## src/rtl/execute_unit_pkg.sv

```systemverilog
// Shared opcode and FSM encodings for the execute stage and its decoder.
package execute_unit_pkg;

    localparam int XLEN   = 32;
    localparam int OP_W   = 4;
    localparam int SHAM_W = 5;

    typedef enum logic [OP_W-1:0] {
        OP_ADD = 4'd0,
        OP_SUB = 4'd1,
        OP_AND = 4'd2,
        OP_OR  = 4'd3,
        OP_XOR = 4'd4,
        OP_NOR = 4'd5,
        OP_SLT = 4'd6,
        OP_SLL = 4'd7,
        OP_SRL = 4'd8,
        OP_SRA = 4'd9
    } op_e;

    typedef enum logic {
        ST_IDLE  = 1'b0,
        ST_SHIFT = 1'b1
    } state_e;

    function automatic logic is_shift(input logic [OP_W-1:0] op);
        return (op == OP_SLL) || (op == OP_SRL) || (op == OP_SRA);
    endfunction

    function automatic logic is_legal(input logic [OP_W-1:0] op);
        return op <= OP_SRA;
    endfunction

endpackage

```

## src/rtl/execute_unit_shifter_iter.sv

```systemverilog
// One-bit-per-cycle shifter; a load may take its first step in the same cycle.
module shifter_iter #(
    parameter int WIDTH = 32
) (
    input  logic             clk,
    input  logic             rst,
    input  logic             load,
    input  logic             step,
    input  logic             shift_left,
    input  logic             arith,
    input  logic [WIDTH-1:0] load_value,
    output logic [WIDTH-1:0] value
);

    logic [WIDTH-1:0] src;
    logic [WIDTH-1:0] shifted;

    assign src = load ? load_value : value;

    always_comb begin
        if (shift_left) shifted = {src[WIDTH-2:0], 1'b0};
        else            shifted = {arith & src[WIDTH-1], src[WIDTH-1:1]};
    end

    always_ff @(posedge clk or negedge rst) begin
        if (!rst)               value <= '0;
        else if (load || step)  value <= step ? shifted : src;
    end

endmodule

```

## src/rtl/execute_unit.sv

```systemverilog
// Execute stage: single-cycle ALU ops and iterative shifts, writing back to the register file.
module execute_unit
    import execute_unit_pkg::*;
#(
    parameter int WIDTH = 32
) (
    input  logic              clk,
    input  logic              rst,
    input  logic              in_valid,
    output logic              in_ready,
    input  logic [OP_W-1:0]   op,
    input  logic [WIDTH-1:0]  rs_data,
    input  logic [WIDTH-1:0]  rt_data,
    input  logic [SHAM_W-1:0] shamt,
    input  logic [4:0]        rd_addr,
    output logic              wb_we,
    output logic [4:0]        wb_addr,
    output logic [WIDTH-1:0]  wb_data,
    output logic              busy,
    output logic              ovf
);

    state_e              state, state_next;
    logic [SHAM_W-1:0]   shift_cnt;
    logic [4:0]          shift_rd;
    logic                shift_left_q, shift_arith_q;
    logic                accept, start_shift, shift_last;
    logic                sh_step, sh_left, sh_arith;
    logic [WIDTH-1:0]    sh_value;
    logic [WIDTH-1:0]    sum, diff, alu_result;
    logic                slt, alu_ovf;

    assign accept      = in_valid && in_ready;
    assign start_shift = accept && is_shift(op) && (shamt != '0);
    assign shift_last  = (state == ST_SHIFT) && (shift_cnt == SHAM_W'(1));

    // NOTE: state registers use non-blocking assignment so every flop samples pre-edge values.
    always_ff @(posedge clk or negedge rst) begin
        if (!rst) state <= ST_IDLE;
        else      state <= state_next;
    end

    // NOTE: every always_comb output gets a default first, so no path can infer a latch.
    always_comb begin
        state_next = state;
        case (state)
            ST_IDLE:  if (start_shift) state_next = ST_SHIFT;
            ST_SHIFT: if (shift_last)  state_next = ST_IDLE;
            default:  state_next = ST_IDLE;
        endcase
    end

    always_comb begin
        in_ready = (state == ST_IDLE);
        busy     = (state == ST_SHIFT);
    end

    assign sum  = rs_data + rt_data;
    assign diff = rs_data - rt_data;
    assign slt  = $signed(rs_data) < $signed(rt_data);

    always_comb begin
        alu_result = '0;
        alu_ovf    = 1'b0;
        case (op)
            OP_ADD: begin
                alu_result = sum;
                alu_ovf    = (rs_data[WIDTH-1] == rt_data[WIDTH-1]) && (sum[WIDTH-1] != rs_data[WIDTH-1]);
            end
            OP_SUB: begin
                alu_result = diff;
                alu_ovf    = (rs_data[WIDTH-1] != rt_data[WIDTH-1]) && (diff[WIDTH-1] != rs_data[WIDTH-1]);
            end
            OP_AND:                 alu_result = rs_data & rt_data;
            OP_OR:                  alu_result = rs_data | rt_data;
            OP_XOR:                 alu_result = rs_data ^ rt_data;
            OP_NOR:                 alu_result = ~(rs_data | rt_data);
            OP_SLT:                 alu_result = {{(WIDTH-1){1'b0}}, slt};
            OP_SLL, OP_SRL, OP_SRA: alu_result = rt_data;
            default:                alu_result = '0;
        endcase
    end

    // The first shift step happens on the load edge, so the final value is ready when the count hits 1.
    assign sh_step  = start_shift || ((state == ST_SHIFT) && !shift_last);
    assign sh_left  = (state == ST_IDLE) ? (op == OP_SLL) : shift_left_q;
    assign sh_arith = (state == ST_IDLE) ? (op == OP_SRA) : shift_arith_q;

    shifter_iter #(.WIDTH(WIDTH)) u_shifter (
        .clk        (clk),
        .rst        (rst),
        .load       (start_shift),
        .step       (sh_step),
        .shift_left (sh_left),
        .arith      (sh_arith),
        .load_value (rt_data),
        .value      (sh_value)
    );

    always_ff @(posedge clk or negedge rst) begin
        if (!rst) begin
            wb_we         <= 1'b0;
            ovf           <= 1'b0;
            wb_addr       <= '0;
            wb_data       <= '0;
            shift_cnt     <= '0;
            shift_rd      <= '0;
            shift_left_q  <= 1'b0;
            shift_arith_q <= 1'b0;
        end else begin
            wb_we <= 1'b0;
            ovf   <= 1'b0;
            if (state == ST_SHIFT) begin
                shift_cnt <= shift_cnt - SHAM_W'(1);
                if (shift_last && (shift_rd != '0)) begin
                    wb_we   <= 1'b1;
                    wb_addr <= shift_rd;
                    wb_data <= sh_value;
                end
            end else if (start_shift) begin
                shift_cnt     <= shamt;
                shift_rd      <= rd_addr;
                shift_left_q  <= (op == OP_SLL);
                shift_arith_q <= (op == OP_SRA);
            end else if (accept && is_legal(op)) begin
                ovf <= alu_ovf;
                if ((rd_addr != '0) && !alu_ovf) begin
                    wb_we   <= 1'b1;
                    wb_addr <= rd_addr;
                    wb_data <= alu_result;
                end
            end
        end
    end

endmodule

```

## config.mk

```make
export PLATFORM = sky130hd
export DESIGN_NAME = execute_unit
export DESIGN_NICKNAME = d
export VERILOG_FILES = /design/src/rtl/execute_unit_pkg.sv /design/src/rtl/execute_unit_shifter_iter.sv /design/src/rtl/execute_unit.sv
export SDC_FILE = /design/constraint.sdc
export NUM_CORES = 1
export LEC_CHECK = 0
export BUFFER_PORTS_ARGS = -buffer_cell sky130_fd_sc_hd__buf_4
export CAP_MARGIN = 0
export CORE_UTILIZATION = 40
export DETAILED_ROUTE_END_ITERATION = 8
export GPL_ROUTABILITY_DRIVEN = 0
export PLACE_DENSITY = 0.69
export SLEW_MARGIN = 5
export SYNTH_ARGS = -nofsm -noshare
export SYNTH_HDL_FRONTEND = slang
export SYNTH_SLANG_ARGS = --single-unit
```

## constraint.sdc

```tcl
create_clock -name clk -period 3.06 [get_ports clk]
set_input_delay 0.306 -clock clk [delete_from_list [all_inputs] [get_ports clk]]
set_output_delay 0.306 -clock clk [all_outputs]
set_load 0.05 [all_outputs]
```

==> results.toml <==
[outcome]
outcome = "completed"

[critical_path]
cp_num_buf_inv = 5
cp.depth = 15
cp.required_ns = 3.31
path_delay_family = "compound AO/OA/AOI/OAI gates"
slowest_stage = "ha_1"
max_stage_delay_ns = 0.49
r2r_start = "busy"
r2r_cells = 9
cp_max_fo = 20
crit_top_cell = "buf_4"
worst_setup_path_start_kind = "primary input"
regToRegSetupSlack_ns = 0.55
cp-end-kind = "flip-flop"
crit_chain = "buf_4 > inv_1 > ha_1 > nand3_1 > nor3_2 > o211ai_1 > buf_4 > a21oi_2 > o21ai_2 > mux2_1 > o311a_4 > a21oi_4 > inv_4 > buf_12 > mux2_4"
critPathKind = "in2reg"
worstReg2RegEnd = "wb_addr[1]"
critPathArrivalTime_ns = 3.20

[finish]
area_growth_pct = 35.0
final_nets = 1860
fillers = 2311
final_util_pct = 55.6
layout-drive-gt1-share_pct = 30.0

[sta]
worstMarginPinSlew_ns = 0.862
final.setup_skew_ns = 0.00932
fmax_ghz = 0.339
rsz0062_at_grt = "yes"
worst_slack_ns = 0.109
setup_violations = 0
timing.final.hold_violations = 0
min_period_ns = 2.95
slew_viol_final = 0
period_share_pct = 96.4
max_slew_margin_pct = 42.5

[grt]
antenna_found_initial = 1
grt_pass1_wl_um = 62700
grt_max_degree = 64
grt_pass1_vias = 11700
grt_use_total_pct = 30.6
grt_overflow = 0

[routing]
drt_iter0_drc = 1340
ant_nets = 0
drc = 0
routed_wl_um = 39800
viasPerCell = 5.92
drt-pass1-iter-count = 7
vias = 11900
post_drt_wl_per_cell_um = 19.8

[clocking]
cts_made_buffers = 9
tritoncts = "yes"
clk_pin_slew_worst_paths_ns = 0.08
cts_buffer_depth = 2
postCtsHoldBufs = 0
cts-htree-levels = 3
clkSinkCount = 84
cts_root_buf = "clkbuf_16"
clk_latency_ns = 0.36

[placed_design]
post-place-ws_ns = -0.427
port_buffers = 121
hpwl_um = 30100

[die]
start_util_pct = 41.2
ioPinCount = 122
core_area_sq_mm = 0.0245
die_y_um = 161
fp.dieW_um = 161
num_rows = 57
die_area_sq_mm = 0.0259

[power]
p_leak_nw = 6.53
power.density_mw_per_mm2 = 632
ir_drop_mv = 0.469

[synth]
synth_seq_area_share_pct = 20.8
synth_nets = 1538
synthFlopType = "dfrtp_1"
synth_top_area_share_pct = 20.8
synth_warnings = 0
synth_area_leaders = "dfrtp_1, ha_1, a21oi_1"
synthCells = 1355
ys_seq_elements = 84
synth_edf_count = 0
netlist_area_sq_mm = 0.0101
async_flop_share_pct = 100
synth_cell_type_count = 74
syn_area_per_cell_sq_um = 7.45
synth_top_cell_by_area = "dfrtp_1"

[flow_run]
cap_violations = 0

[min_path]
hold_path.class = "in2async"
## cells in the final DEF (no fill, tap or decap), drive strengths merged, types with 4 or more instances in the layout
cell,n
nor3,32
a211o,6
a222oi,24
o311ai,4
ha,100
mux2i,12
a31oi,21
a21o,15
xor2,5
a211oi,17
a21oi,146
o31ai,19
nand4,10
a311oi,5
o21bai,12
a221o,4
nor4,11
xnor2,21
buf,403
a22o,8
mux2,44
clkbuf,9
and2,5
o211ai,23
o2111ai,16
nor2b,14
nand2b,12
inv,105
and3,6
a221oi,8
dfrtp,84
or3,8
o21ai,84
nand2,182
nand3,45
nor2,119
## state kept, by name, indices dropped and copies added, names as in the netlist
register	flops
shift_left_q	1
ovf	1
shift_arith_q	1
wb_we	1
shift_cnt	5
busy	1
shift_rd	5
wb_data	32
wb_addr	5
u_shifter.value	32
## power breakdown
group,leakage [nW],internal [W],switching (W),total (W)
Sequential,1.03,0.00159,0.000416,0.00201
Clock,0.148,0.000581,0.000564,0.00114
Combinational,5.35,0.00213,0.00334,0.00546
## through the flow
step / hold WS [ns] / instance area, sq um / std cells / total power (W) / setup TNS (ns)
floorplan: 0.0104 / 10100 / 1355 / 0.00537 / 0
CTS: 0.0851 / 13500 / 2002 / 0.00855 / 0
finish: 0.0488 / 13600 / 2007 / 0.00861 / 0
global placement: 0.466 / 13200 / 1986 / 0.00729 / -10.77
global route: 0.124 / 13600 / 2006 / 0.00907 / -0.0445
detailed placement: 0.468 / 13200 / 1986 / 0.00738 / -14.29
## cells in the mapped netlist, drive strengths merged (15+ instances only)
library cell	instances
nand2	182
a21oi	146
nor2	119
ha	100
inv	100
dfrtp	84
o21ai	84
clkbuf	63
nand3	45
mux2	44
nor3	32
buf	29
a222oi	24
o211ai	23
a31oi	21
xnor2	21
o31ai	19
a211oi	17
o2111ai	16
a21o	15
## timing repair
action,in CTS,in global routing
setup endpoints to repair,31,34
pin swaps,1,9
hold endpoints to repair,0,0
setup buffers,0,4
resized for setup,2,14
## cell families (layout without fill, tap and decap cells)
logic type | after synthesis | in the layout | share of synthesized area (%)
XOR/XNOR | 26 | 26 | 2.25
multiplexers | 56 | 56 | 7.02
AND/OR/NAND/NOR | 454 | 454 | 20.5
buffers and inverters | 192 | 519 | 7.79
other | 0 | 1 | 0
flip-flops | 84 | 84 | 20.8
AO/OA/AOI/OAI | 441 | 441 | 28.8
adder cells (fa/ha/maj) | 102 | 102 | 12.8
## worst max-delay path by stage
| stage | start | end |
|---|---|---|
| CTS | rt_data[0] | wb_data[30] |
| global route | rt_data[4] | wb_data[3] |
| global placement | rt_data[0] | wb_data[30] |
| detailed placement | rt_data[12] | wb_data[3] |
| finish | rt_data[9] | wb_data[7] |
| floorplan | rt_data[14] | wb_addr[4] |
## metal layers
metal  GRT usage [%]  vias to the layer above  wire length [um]
li1                -                     5533                 -
met1            37.8                     5533             15800
met2            50.9                      674             18700
met3            4.75                      135              3330
met4            16.9                        2              2010
met5               0                        -                13
## worst register-to-register path, delay by kind of cell (launching register included)
family | cells | cell delay [ns]
flip-flops | 1 | 0.41
AO/OA/AOI/OAI | 3 | 0.72
AND/OR/NAND/NOR | 1 | 0.20
multiplexers | 1 | 0.36
buffers and inverters | 4 | 0.72
## area by class of cell
| cell class | instances | area, sq um | area share (%) |
|---|---|---|---|
| Antenna cell | 1 | 2.50 | 0.0184 |
| Tap cell | 324 | 405 | 2.97 |
| Sequential cell | 84 | 2100 | 15.4 |
| Clock buffer | 9 | 225 | 1.65 |
| Inverter | 100 | 378 | 2.77 |
| Multi-Input combinational cell | 1079 | 7340 | 53.8 |
| Clock inverter | 7 | 71.3 | 0.523 |
| Timing Repair Buffer | 403 | 3110 | 22.8 |
Power figures use the tool's default switching activity.
